`src/rtl/ascon_pkg.sv`:
```
// rtl/ascon_pkg.sv - shared constants and packer state encoding for the message block packer
package ascon_pkg;

  localparam int         BLK_SIZE_DEF  = 64;
  localparam int         BLK_BYTES_DEF = BLK_SIZE_DEF / 8;
  localparam logic [7:0] PAD_BYTE      = 8'h80;

  typedef enum logic [1:0] {
    ST_FILL = 2'd0,
    ST_FULL = 2'd1,
    ST_PAD  = 2'd2
  } pack_state_t;

endpackage

```
`src/rtl/msg_block_packer.sv`:
```
// rtl/msg_block_packer.sv - packs message bytes into padded cipher plaintext blocks
module msg_block_packer
  import ascon_pkg::*;
#(
  parameter int BLK_SIZE = BLK_SIZE_DEF
) (
  input  logic                clk,
  input  logic                rst,
  input  logic [7:0]          in_data,
  input  logic                in_valid,
  input  logic                in_last,
  input  logic                in_empty,
  output logic                in_ready,
  output logic [BLK_SIZE-1:0] out_block,
  output logic [3:0]          out_nbytes,
  output logic                out_last,
  output logic                out_valid,
  input  logic                out_ready,
  output logic                busy
);

  localparam int                  BLK_BYTES = BLK_SIZE / 8;
  localparam logic [3:0]          LAST_IDX  = 4'(BLK_BYTES - 1);
  localparam logic [3:0]          FULL_CNT  = 4'(BLK_BYTES);
  localparam logic [BLK_SIZE-1:0] PAD_BLOCK = {PAD_BYTE, {(BLK_SIZE - 8){1'b0}}};

  pack_state_t         state, state_d;
  logic [3:0]          cnt, cnt_d, cnt_inc;
  logic [BLK_SIZE-1:0] blk_d;
  logic [3:0]          nbytes_d;
  logic                last_d;
  logic                pad_pending, pad_d;
  logic                accept, empty_go;

  // Byte k of a block sits in lane k counted from the MSB end.
  function automatic logic [BLK_SIZE-1:0] lane(input logic [7:0] b, input logic [3:0] k);
    return {{(BLK_SIZE - 8){1'b0}}, b} << (BLK_SIZE - 8 - 8 * int'(k));
  endfunction

  assign in_ready  = (state == ST_FILL) && !rst && !in_empty;
  assign accept    = in_valid && in_ready;
  assign empty_go  = (state == ST_FILL) && in_empty && (cnt == 4'd0);
  assign out_valid = (state != ST_FILL);
  assign busy      = (state != ST_FILL) || (cnt != 4'd0);
  assign cnt_inc   = cnt + 4'd1;

  always_comb begin
    state_d  = state;
    cnt_d    = cnt;
    blk_d    = out_block;
    nbytes_d = out_nbytes;
    last_d   = out_last;
    pad_d    = pad_pending;
    case (state)
      ST_FILL: begin
        if (empty_go) begin
          state_d  = ST_PAD;
          blk_d    = PAD_BLOCK;
          nbytes_d = 4'd0;
          last_d   = 1'b1;
        end else if (accept) begin
          // The buffer is zeroed on every return to FILL, so OR-ing lanes suffices.
          blk_d = out_block | lane(in_data, cnt);
          if (cnt == LAST_IDX) begin
            state_d  = ST_FULL;
            nbytes_d = FULL_CNT;
            last_d   = 1'b0;
            pad_d    = in_last;
          end else if (in_last) begin
            state_d  = ST_FULL;
            blk_d    = out_block | lane(in_data, cnt) | lane(PAD_BYTE, cnt_inc);
            nbytes_d = cnt_inc;
            last_d   = 1'b1;
          end else begin
            cnt_d = cnt_inc;
          end
        end
      end
      ST_FULL: begin
        if (out_ready) begin
          if (pad_pending) begin
            state_d  = ST_PAD;
            blk_d    = PAD_BLOCK;
            nbytes_d = 4'd0;
            last_d   = 1'b1;
            pad_d    = 1'b0;
          end else begin
            state_d  = ST_FILL;
            cnt_d    = 4'd0;
            blk_d    = '0;
            nbytes_d = 4'd0;
            last_d   = 1'b0;
          end
        end
      end
      ST_PAD: begin
        if (out_ready) begin
          state_d  = ST_FILL;
          cnt_d    = 4'd0;
          blk_d    = '0;
          nbytes_d = 4'd0;
          last_d   = 1'b0;
        end
      end
      default: begin
        state_d  = ST_FILL;
        cnt_d    = 4'd0;
        blk_d    = '0;
        nbytes_d = 4'd0;
        last_d   = 1'b0;
        pad_d    = 1'b0;
      end
    endcase
  end

  always_ff @(posedge clk) begin
    if (rst) begin
      state       <= ST_FILL;
      cnt         <= 4'd0;
      pad_pending <= 1'b0;
      out_block   <= '0;
      out_nbytes  <= 4'd0;
      out_last    <= 1'b0;
    end else begin
      state       <= state_d;
      cnt         <= cnt_d;
      pad_pending <= pad_d;
      out_block   <= blk_d;
      out_nbytes  <= nbytes_d;
      out_last    <= last_d;
    end
  end

endmodule

```
`config.mk`:
```
export PLATFORM = sky130hd
export DESIGN_NAME = msg_block_packer
export DESIGN_NICKNAME = d
export VERILOG_FILES = /design/src/rtl/ascon_pkg.sv /design/src/rtl/msg_block_packer.sv
export SDC_FILE = /design/constraint.sdc
export NUM_CORES = 1
export LEC_CHECK = 0
export BUFFER_PORTS_ARGS = -buffer_cell sky130_fd_sc_hd__buf_2
export CAP_MARGIN = 20
export CORE_MARGIN = 3
export CORE_UTILIZATION = 40
export DETAILED_ROUTE_END_ITERATION = 10
export PLACE_DENSITY = 0.72
export SKIP_LAST_GASP = 1
export SYNTH_ARGS = -nofsm -noshare
export SYNTH_HDL_FRONTEND = slang
export SYNTH_SLANG_ARGS = --single-unit
```
`constraint.sdc`:
```
create_clock -name clk -period 2.9 [get_ports clk]
set_input_delay 0.435 -clock clk [delete_from_list [all_inputs] [get_ports clk]]
set_output_delay 0.435 -clock clk [all_outputs]
set_load 0.01 [all_outputs]
```
### Yosys cells after proc, flatten, opt, wreduce, memory -nomap -nowiden

Cells that the tools add are included.

* word-level logic and storage cells: 87
* input bits: 14
* output and inout port bits: 72
* register bits after elaboration: 76

* equal/unequal tests: 14
* bitwise gates (word level): 3
* shift operators: 2
* mux-type cells: 41
* add/sub/neg operators: 3
* reduce and logical (&&, ||, !) cells: 18

Operators by type and width (number)
* 64-bit 2-to-1 mux: 7
* 64-bit one-hot mux with 3 select lines: 1
* 64-bit bitwise OR: 2
* 8-bit by 32-bit left shift with 64-bit output: 1
* 8-bit by 32-bit left shift with 64-bit output (first input constant): 1
* 4-bit 2-to-1 mux: 11
* 6-bit by 7-bit subtractor with 8-bit output (first input constant): 2
* 2-bit 2-to-1 mux: 7
* 2-bit inequality test (second input constant): 7
* 4-bit one-hot mux with 3 select lines: 1
* 1-bit 2-to-1 mux: 10
* 4-bit one-hot mux with 2 select lines: 1
* 7-bit AND reduction: 1
* 1-bit one-hot mux with 3 select lines: 2
* 2-bit one-hot mux with 3 select lines: 1
* 3-bit AND reduction: 2
* 1-bit logical AND: 5
* 5-bit AND reduction: 1
* 4-bit by 1-bit adder with 4-bit output (second input constant): 1
* 4-bit by 3-bit == test with 1-bit output (second input constant): 1
* 4-bit logical NOT: 1
* 2-bit by 1-bit inequality test with 1-bit output (second input constant): 2
* 4-bit by 3-bit inequality test with 1-bit output (second input constant): 1
* 4-bit AND reduction: 1
* other kinds (10): 11

### Depth between registers and ports, before layout

Gate-level depths: netlist (run 1).

* depth in word-level cells: 9
* mapped depth: 9
* mapped depth without buffers: 6

### Worst setup path before layout (run 1)

Ideal clock, no wire load.

* path kind: register to register
* start: register cnt[1]
* end: register out_block[24]
* data arrival time: 1931 ps
* setup slack: 909 ps
* setup time: 60 ps
* path buffers: 1
* data required time: 2840 ps
* period minus slack after synthesis: 1991 ps
* stages on the path, launching flop included: 8
* path through: dfxtp_1 clkbuf_1 inv_1 ha_1 and4bb_2 a2bb2oi_2 nor4b_4 a22o_1

* word-level cells in the longest chain between the ends: 9
* elaborated cells on any way between the ends: 17
* those cells by class: add/sub (3); eq/ne (2); shift (2); mux (5); bitwise (2); reduce/logical (3)

Ends and longest elaborated chain
* from (decl): RTL line msg_block_packer.sv:28 `logic [3:0] cnt, cnt_d, cnt_inc;`
* from (signal assigned): RTL line msg_block_packer.sv:126 `cnt <= cnt_d;`
* 4-bit by 1-bit adder with 4-bit output or 6-bit by 7-bit subtractor with 8-bit output (tied branches): RTL line msg_block_packer.sv:45, msg_block_packer.sv:37
* 6-bit by 7-bit subtractor with 8-bit output or 8-bit by 32-bit left shift with 64-bit output (tied branches): RTL line msg_block_packer.sv:37 `return {{(BLK_SIZE - 8){1'b0}}, b} << (BLK_SIZE - 8 - 8 * int'(k));`
* 8-bit by 32-bit left shift with 64-bit output or 64-bit bitwise OR (tied branches): RTL line msg_block_packer.sv:37, msg_block_packer.sv:63, msg_block_packer.sv:71
* 64-bit bitwise OR: RTL line msg_block_packer.sv:71 `blk_d = out_block | lane(in_data, cnt) | lane(PAD_BYTE, cnt_inc);`
* 64-bit 2-to-1 mux: RTL line msg_block_packer.sv:69 `end else if (in_last) begin`
* 64-bit 2-to-1 mux: RTL line msg_block_packer.sv:64 `if (cnt == LAST_IDX) begin`
* 64-bit 2-to-1 mux: RTL line msg_block_packer.sv:61 `end else if (accept) begin`
* 64-bit 2-to-1 mux: RTL line msg_block_packer.sv:56 `if (empty_go) begin`
* 64-bit one-hot mux with 3 select lines: RTL line msg_block_packer.sv:54 `case (state)`
* to (signal assigned): RTL line msg_block_packer.sv:128 `out_block <= blk_d;`
* to (decl): RTL line msg_block_packer.sv:14 `output logic [BLK_SIZE-1:0] out_block,`

Parallel ways exist; a longest one is shown, timed or not. The select of a mux whose other input is x is not followed.
A chain may end at the register's enable or synchronous reset.

### Worst setup path in the final report (run 1)

* start: register cnt[1]
* end: register out_block[57]

Same word-level chain as after synthesis.

==> flow_metrics.py, run 1 <==
metrics = {
    "detailed_routing": {
        "wire_per_inst_um": 16.94,
        "via_per_inst": 5.563,
        "vias": 2798,
        "wl_um": 8520,
        "drc_errors": 0,
        "first_pass_iters": 4,
        "ant_nets": 0,
        "drt-initial-drc-count": 241,
    },
    "yosys": {
        "netlist_area_um2": 3243,
        "post_synth.cell_area_avg_um2": 10.07,
        "syn_inst": 322,
        "synth_edf_count": 0,
        "synth_ff_type": "dfxtp_1",
        "synth.net_count": 341,
        "yosysTopAreaCell": "dfxtp_1",
        "synth.top_cell.area_share_pct": 46.91,
        "synth-seq-cells": 76,
        "ys_types": 56,
        "seq_area_frac_synth_pct": 46.91,
        "yosys_warnings": 0,
        "ys_async_sr_fraction_pct": 0,
        "synthTopCellsByArea": "dfxtp_1 (47%), a22o_1 (12%), a21oi_1 (3.9%), nor2_1 (2.8%), nand2_1 (2.2%)",
    },
    "finish": {
        "fin_util_pct": 50.30,
        "layout_common_cells": "buf_2 (85), dfxtp_1 (76), a22o_1 (43), a21oi_1 (25), nor2_1 (24)",
        "final_common_cell": "buf_2",
        "antennaDiodeCount": 0,
        "nNetsFinal": 415,
        "register_area_um2": 1521,
        "drive_gt1_share_pct": 30.42,
        "areaGrowthSynthToFinish_pct": 21.10,
        "fillers": 719,
        "multi_input_area_um2": 1528,
    },
    "floorplanning": {
        "num_rows": 32,
        "die_h_um": 96.05,
        "floorplan.initialDensity_pct": 41.54,
        "core_area_um2": 7807,
        "io_pins": 86,
        "die_x_um": 96.05,
        "die_area_um2": 9225,
    },
    "cts": {
        "h-tree-depth": 3,
        "insertion_delay_ns": 0.36,
        "clk_pin_slew_ns": 0.09,
        "cts_sinks": 76,
        "cts_tree": "yes",
        "cts_root_buf": "clkbuf_8",
        "postCtsSetupRepairBufs": 0,
        "cts-buffers-inserted": 9,
        "cts_hold_buf": 0,
        "clk_path_buf_depth": 2,
        "cts_resized": 0,
    },
    "power_and_ir_drop": {
        "p_per_area_nw_per_um2": 685.6,
        "max-vdd-ir-drop_mv": 0.2564,
        "power.leakage_nw": 1.732,
    },
    "timing": {
        "finClkSkew_ns": 0.01134,
        "fmax_ghz": 0.4198,
        "worstMarginPinSlew_ns": 0.6722,
        "layout_setup_ws_ns": 0.5177,
        "final_hold_viol_count": 0,
        "rsz0062_at_grt": "false",
        "relSlewSlack_pct": 55.13,
        "post-route-period-util_pct": 82.15,
        "drv_slew": 0,
        "min_period_ns": 2.382,
        "setup_tns_ns": 0,
        "setup_viol": 0,
    },
    "placed_design": {
        "io_buffer_count": 85,
        "globalplace.congestion": 0.8856,
        "place_hpwl_um": 6211,
        "pre_cts_ws_ns": 0.5362,
    },
    "global_route": {
        "grt_pass1_wl_um": 13250,
        "overflow": 0,
        "grt_use_total_pct": 18.30,
        "antenna_found_initial": 0,
        "grt_max_degree": 23,
        "grt_pass1_vias": 2545,
    },
    "hold_path": {
        "hp-class": "in -> reg",
    },
    "status": {
        "outcome": "complete, no violations",
    },
    "setup_path": {
        "critPathLaunchType": "flop",
        "critPathMaxFanout": 15,
        "path_class": "reg -> reg",
        "arrival_ns": 2.68,
        "worstPathRequired_ns": 3.19,
        "cp-end-kind": "flop",
    },
    "flow_run": {
        "drv_cap": 0,
    },
}
-- final timing paths --
kind	from	endpoint	slack, ns	depth (start not counted)
worst max-delay path	cnt[1]	out_block[57]	0.52	6
worst max register to register	cnt[1]	out_block[57]	0.52	6
worst min register to register	out_nbytes[3]	out_nbytes[3]	0.46	2
worst min-delay path	rst	cnt[1]	0.41	2
-- report_power, final --
group	total, mW	internal, mW	switching (mW)
clock	0.933	0.498	0.435
combinational	0.631	0.226	0.405
sequential	1.13	1.10	0.0332
total	2.69	1.82	0.873
-- critical path, stage by stage, from the launching register on --
cell and delay, ns:
dfxtp_1 0.46, inv_1 0.13, ha_1 0.19, nand4bb_1 0.42
a311oi_2 0.54, and4_1 0.40, a22o_1 0.17
-- per-stage QoR --
step | hold WS (ns) | cells | area (um^2) | power, mW
finish | 0.4145 | 503 | 3928 | 2.693
detailed placement | 0.4478 | 487 | 3700 | 1.780
floorplan | 0.4515 | 322 | 3243 | 1.613
CTS | 0.4015 | 503 | 3928 | 2.703
global route | 0.4310 | 503 | 3928 | 2.802
global placement | 0.4470 | 487 | 3700 | 1.781
-- Yosys cell counts, drive strengths merged (2+ instances only) --
cell / count
dfxtp: 76
a22o: 43
a21oi: 25
nor2: 24
buf: 23
nand2: 19
inv: 13
nand4: 10
o21ai: 8
mux2i: 7
clkbuf: 5
ha: 5
nand4bb: 4
nor4: 4
o32ai: 4
a311oi: 3
a31oi: 3
and2: 3
and4bb: 3
nand2b: 3
a211oi: 2
a221oi: 2
a2bb2oi: 2
a31o: 2
nand3: 2
nor2b: 2
xnor2: 2
-- cells by family (layout without fill, tap and decap cells) --
group	count (synthesis)	in the layout	synth area share [%]
multiplexers	7	7	2.161
adder cells (fa/ha/maj)	5	5	1.929
AO/OA/AOI/OAI	108	108	27.08
flip-flops	76	76	46.91
buffers and inverters	42	121	5.980
XOR/XNOR	3	3	0.8103
AND/OR/NAND/NOR	81	81	15.12
-- metal layers --
metal | global-route usage [%] | part of all wire (%)
met1 | 25.63 | 46
met2 | 28.69 | 47
met3 | 3.049 | 5.4
met4 | 5.687 | 0.86
met5 | 0 | 0
-- flip-flops by register name, indices dropped and copies added, names as in the netlist --
| signal | flops |
|---|---|
| cnt | 4 |
| out_block | 64 |
| out_last | 1 |
| out_nbytes | 4 |
| pad_pending | 1 |
| state | 2 |
-- layout make-up --
class	count	share of cell area, %
multi-input cells	204	38.90
flip-flops and latches	76	38.74
repair buffers	91	11.98
well taps	102	3.249
clock buffers	9	3.154
clock inverters	7	2.644
inverters	14	1.338
No activity file was read; power rests on OpenSTA's default activity.
==> run 2, diff against run 1 <==
- clock period: 2.9 -> 2.4 ns (I/O delays scaled with it)
==> run 2 against run 1 <==
Design area shrank 0.29%. Sequential share of layout area grew 0.11 points. Register-to-register slack lost 0.28 ns. Critical path depth is the same. Sequential power grew 21%. Die area is the same. Critical path type unchanged.
==> flow_metrics.py, run 2 (synthesized netlist as in run 1, its figures left out) <==
metrics = {
    "finish": {
        "multi_input_area_um2": 1528,
        "drive_gt1_share_pct": 30.60,
        "nNetsFinal": 417,
        "antennaDiodeCount": 0,
        "largest-register": "out_block",
        "largest_register_ffs": 64,
        "areaGrowthSynthToFinish_pct": 20.76,
        "fillers": 755,
        "reg.largest.list": "out_block (64), cnt (4), out_nbytes (4)",
        "layout_common_cells": "buf_2 (85), dfxtp_1 (76), a22o_1 (43), a21oi_1 (25), nor2_1 (24)",
        "finalNonFillerCells": 504,
        "register_area_um2": 1521,
        "final_common_cell": "buf_2",
    },
    "placed_design": {
        "globalplace.congestion": 0.9581,
        "place_inst": 489,
        "io_buffer_count": 85,
        "pre_cts_ws_ns": 0.2852,
        "place_hpwl_um": 6471,
    },
    "floorplanning": {
        "die_x_um": 96.05,
        "num_rows": 32,
        "die_area_um2": 9225,
        "core_area_um2": 7807,
        "io_pins": 86,
        "floorplan.initialDensity_pct": 41.54,
        "die_h_um": 96.05,
    },
    "timing": {
        "setup_tns_ns": 0,
        "finClkSkew_ns": 0.008420,
        "setup_viol": 0,
        "worstMarginPinSlew_ns": 0.6506,
        "fmax_ghz": 0.4621,
        "min_period_ns": 2.164,
        "post-route-period-util_pct": 90.17,
        "rsz0062_at_grt": "false",
        "layout_setup_ws_ns": 0.2358,
        "drv_slew": 0,
        "final_hold_viol_count": 0,
        "relSlewSlack_pct": 56.63,
    },
    "global_route": {
        "grt_use_total_pct": 19.50,
        "overflow": 0,
        "grt_max_degree": 45,
        "antenna_found_initial": 0,
        "grt_pass1_vias": 2656,
        "grt_pass1_wl_um": 13860,
    },
    "setup_path": {
        "reg2reg_to": "out_block[60]",
        "endpoint": "out_block[60]",
        "arrival_ns": 2.46,
        "path_class": "reg -> reg",
        "critPathMaxFanout": 7,
        "r2r-start": "state[1]",
        "cp-end-kind": "flop",
        "critPathLaunchType": "flop",
        "critPathLaunch": "state[1]",
        "reg2reg_depth": 6,
        "worstPathRequired_ns": 2.69,
        "crit_slowest_cell": "a311oi_2",
        "r2r_slack_ns": 0.24,
        "max_stage_delay_ns": 0.53,
        "path_cells": "inv_1 -> ha_1 -> nand4bb_1 -> a311oi_2 -> and4_1 -> a22o_1",
    },
    "cts": {
        "h-tree-depth": 3,
        "postCtsSetupRepairBufs": 0,
        "cts_resized": 0,
        "clk_pin_slew_ns": 0.08,
        "insertion_delay_ns": 0.35,
        "clk_path_buf_depth": 2,
        "cts_tree": "yes",
        "cts_root_buf": "clkbuf_8",
        "cts_sinks": 76,
        "cts-buffers-inserted": 9,
        "cts_hold_buf": 0,
    },
    "power_and_ir_drop": {
        "max-vdd-ir-drop_mv": 0.3381,
        "p_per_area_nw_per_um2": 789.1,
        "power_frac_clock_pct": 30.9,
        "swShare_pct": 32.80,
        "seqPwrFrac_pct": 44.2,
        "p_int_mw": 2.077,
        "p_sw_mw": 1.014,
        "power.leakage_nw": 1.726,
        "power_frac_comb_pct": 24.9,
    },
    "detailed_routing": {
        "drt-initial-drc-count": 247,
        "wire_per_inst_um": 17.57,
        "ant_nets": 0,
        "wl_um": 8854,
        "via_per_inst": 5.575,
        "first_pass_iters": 5,
        "drc_errors": 0,
        "vias": 2810,
    },
    "status": {
        "outcome": "complete, no violations",
    },
    "hold_path": {
        "hp-class": "in -> reg",
    },
    "flow_run": {
        "drv_cap": 0,
    },
}
## run 2: how the worst min path moves through the flow
stage	startpoint	to	slack (ns)	cells past startpoint
5_1_grt	rst	out_block[63]	0.36	2
3_5_place_dp	out_block[0]	out_block[0]	0.45	2
6_report	rst	cnt[1]	0.35	2
3_3_place_gp	out_block[34]	out_block[34]	0.45	2
2_1_floorplan	state[1]	state[1]	0.45	2
4_1_cts	rst	cnt[1]	0.33	2
## run 2: layer usage
layer,part of all wire [%],vias up,GRT usage [%]
li1,-,1357,-
met1,44,1338,26.46
met4,1.7,0,6.991
met2,48,99,30.53
met3,6.5,16,4.066
met5,0,-,0
## run 2: final cells by class
class | count | share of cell area [%]
sequential | 76 | 38.85
timing repair buffer | 93 | 12.72
clock buffer | 9 | 3.163
inverter | 14 | 1.342
tap | 102 | 3.259
multi-input combinational | 204 | 39.01
clock inverter | 6 | 1.661
## run 2: critical path, delay by kind of cell (launching register included)
family / cells / cell delay, ns
AO/OA/AOI/OAI: 2 / 0.70
buffers and inverters: 1 / 0.09
flip-flops: 1 / 0.34
AND/OR/NAND/NOR: 2 / 0.77
adder cells (fa/ha/maj): 1 / 0.21
## run 2: metrics by stage
stage	total power, mW	hold WS (ns)	cell area, um^2	utilization, %
global route	3.232	0.3588	3916	50.16
finish	3.090	0.3473	3916	50.16
global placement	2.150	0.4460	3727	47.74
detailed placement	2.158	0.4522	3727	47.74
floorplan	1.949	0.4515	3243	-
CTS	3.102	0.3345	3916	50.16
## run 2: power groups by stage
| stage | clock network, mW | registers (mW) | logic [mW] |
|---|---|---|---|
| floorplan | 0 | 1.41 | 0.540 |
| global placement | 0 | 1.39 | 0.757 |
| detailed placement | 0 | 1.39 | 0.765 |
| CTS | 0.969 | 1.36 | 0.769 |
| global route | 1.02 | 1.37 | 0.838 |
| finish | 0.955 | 1.37 | 0.770 |
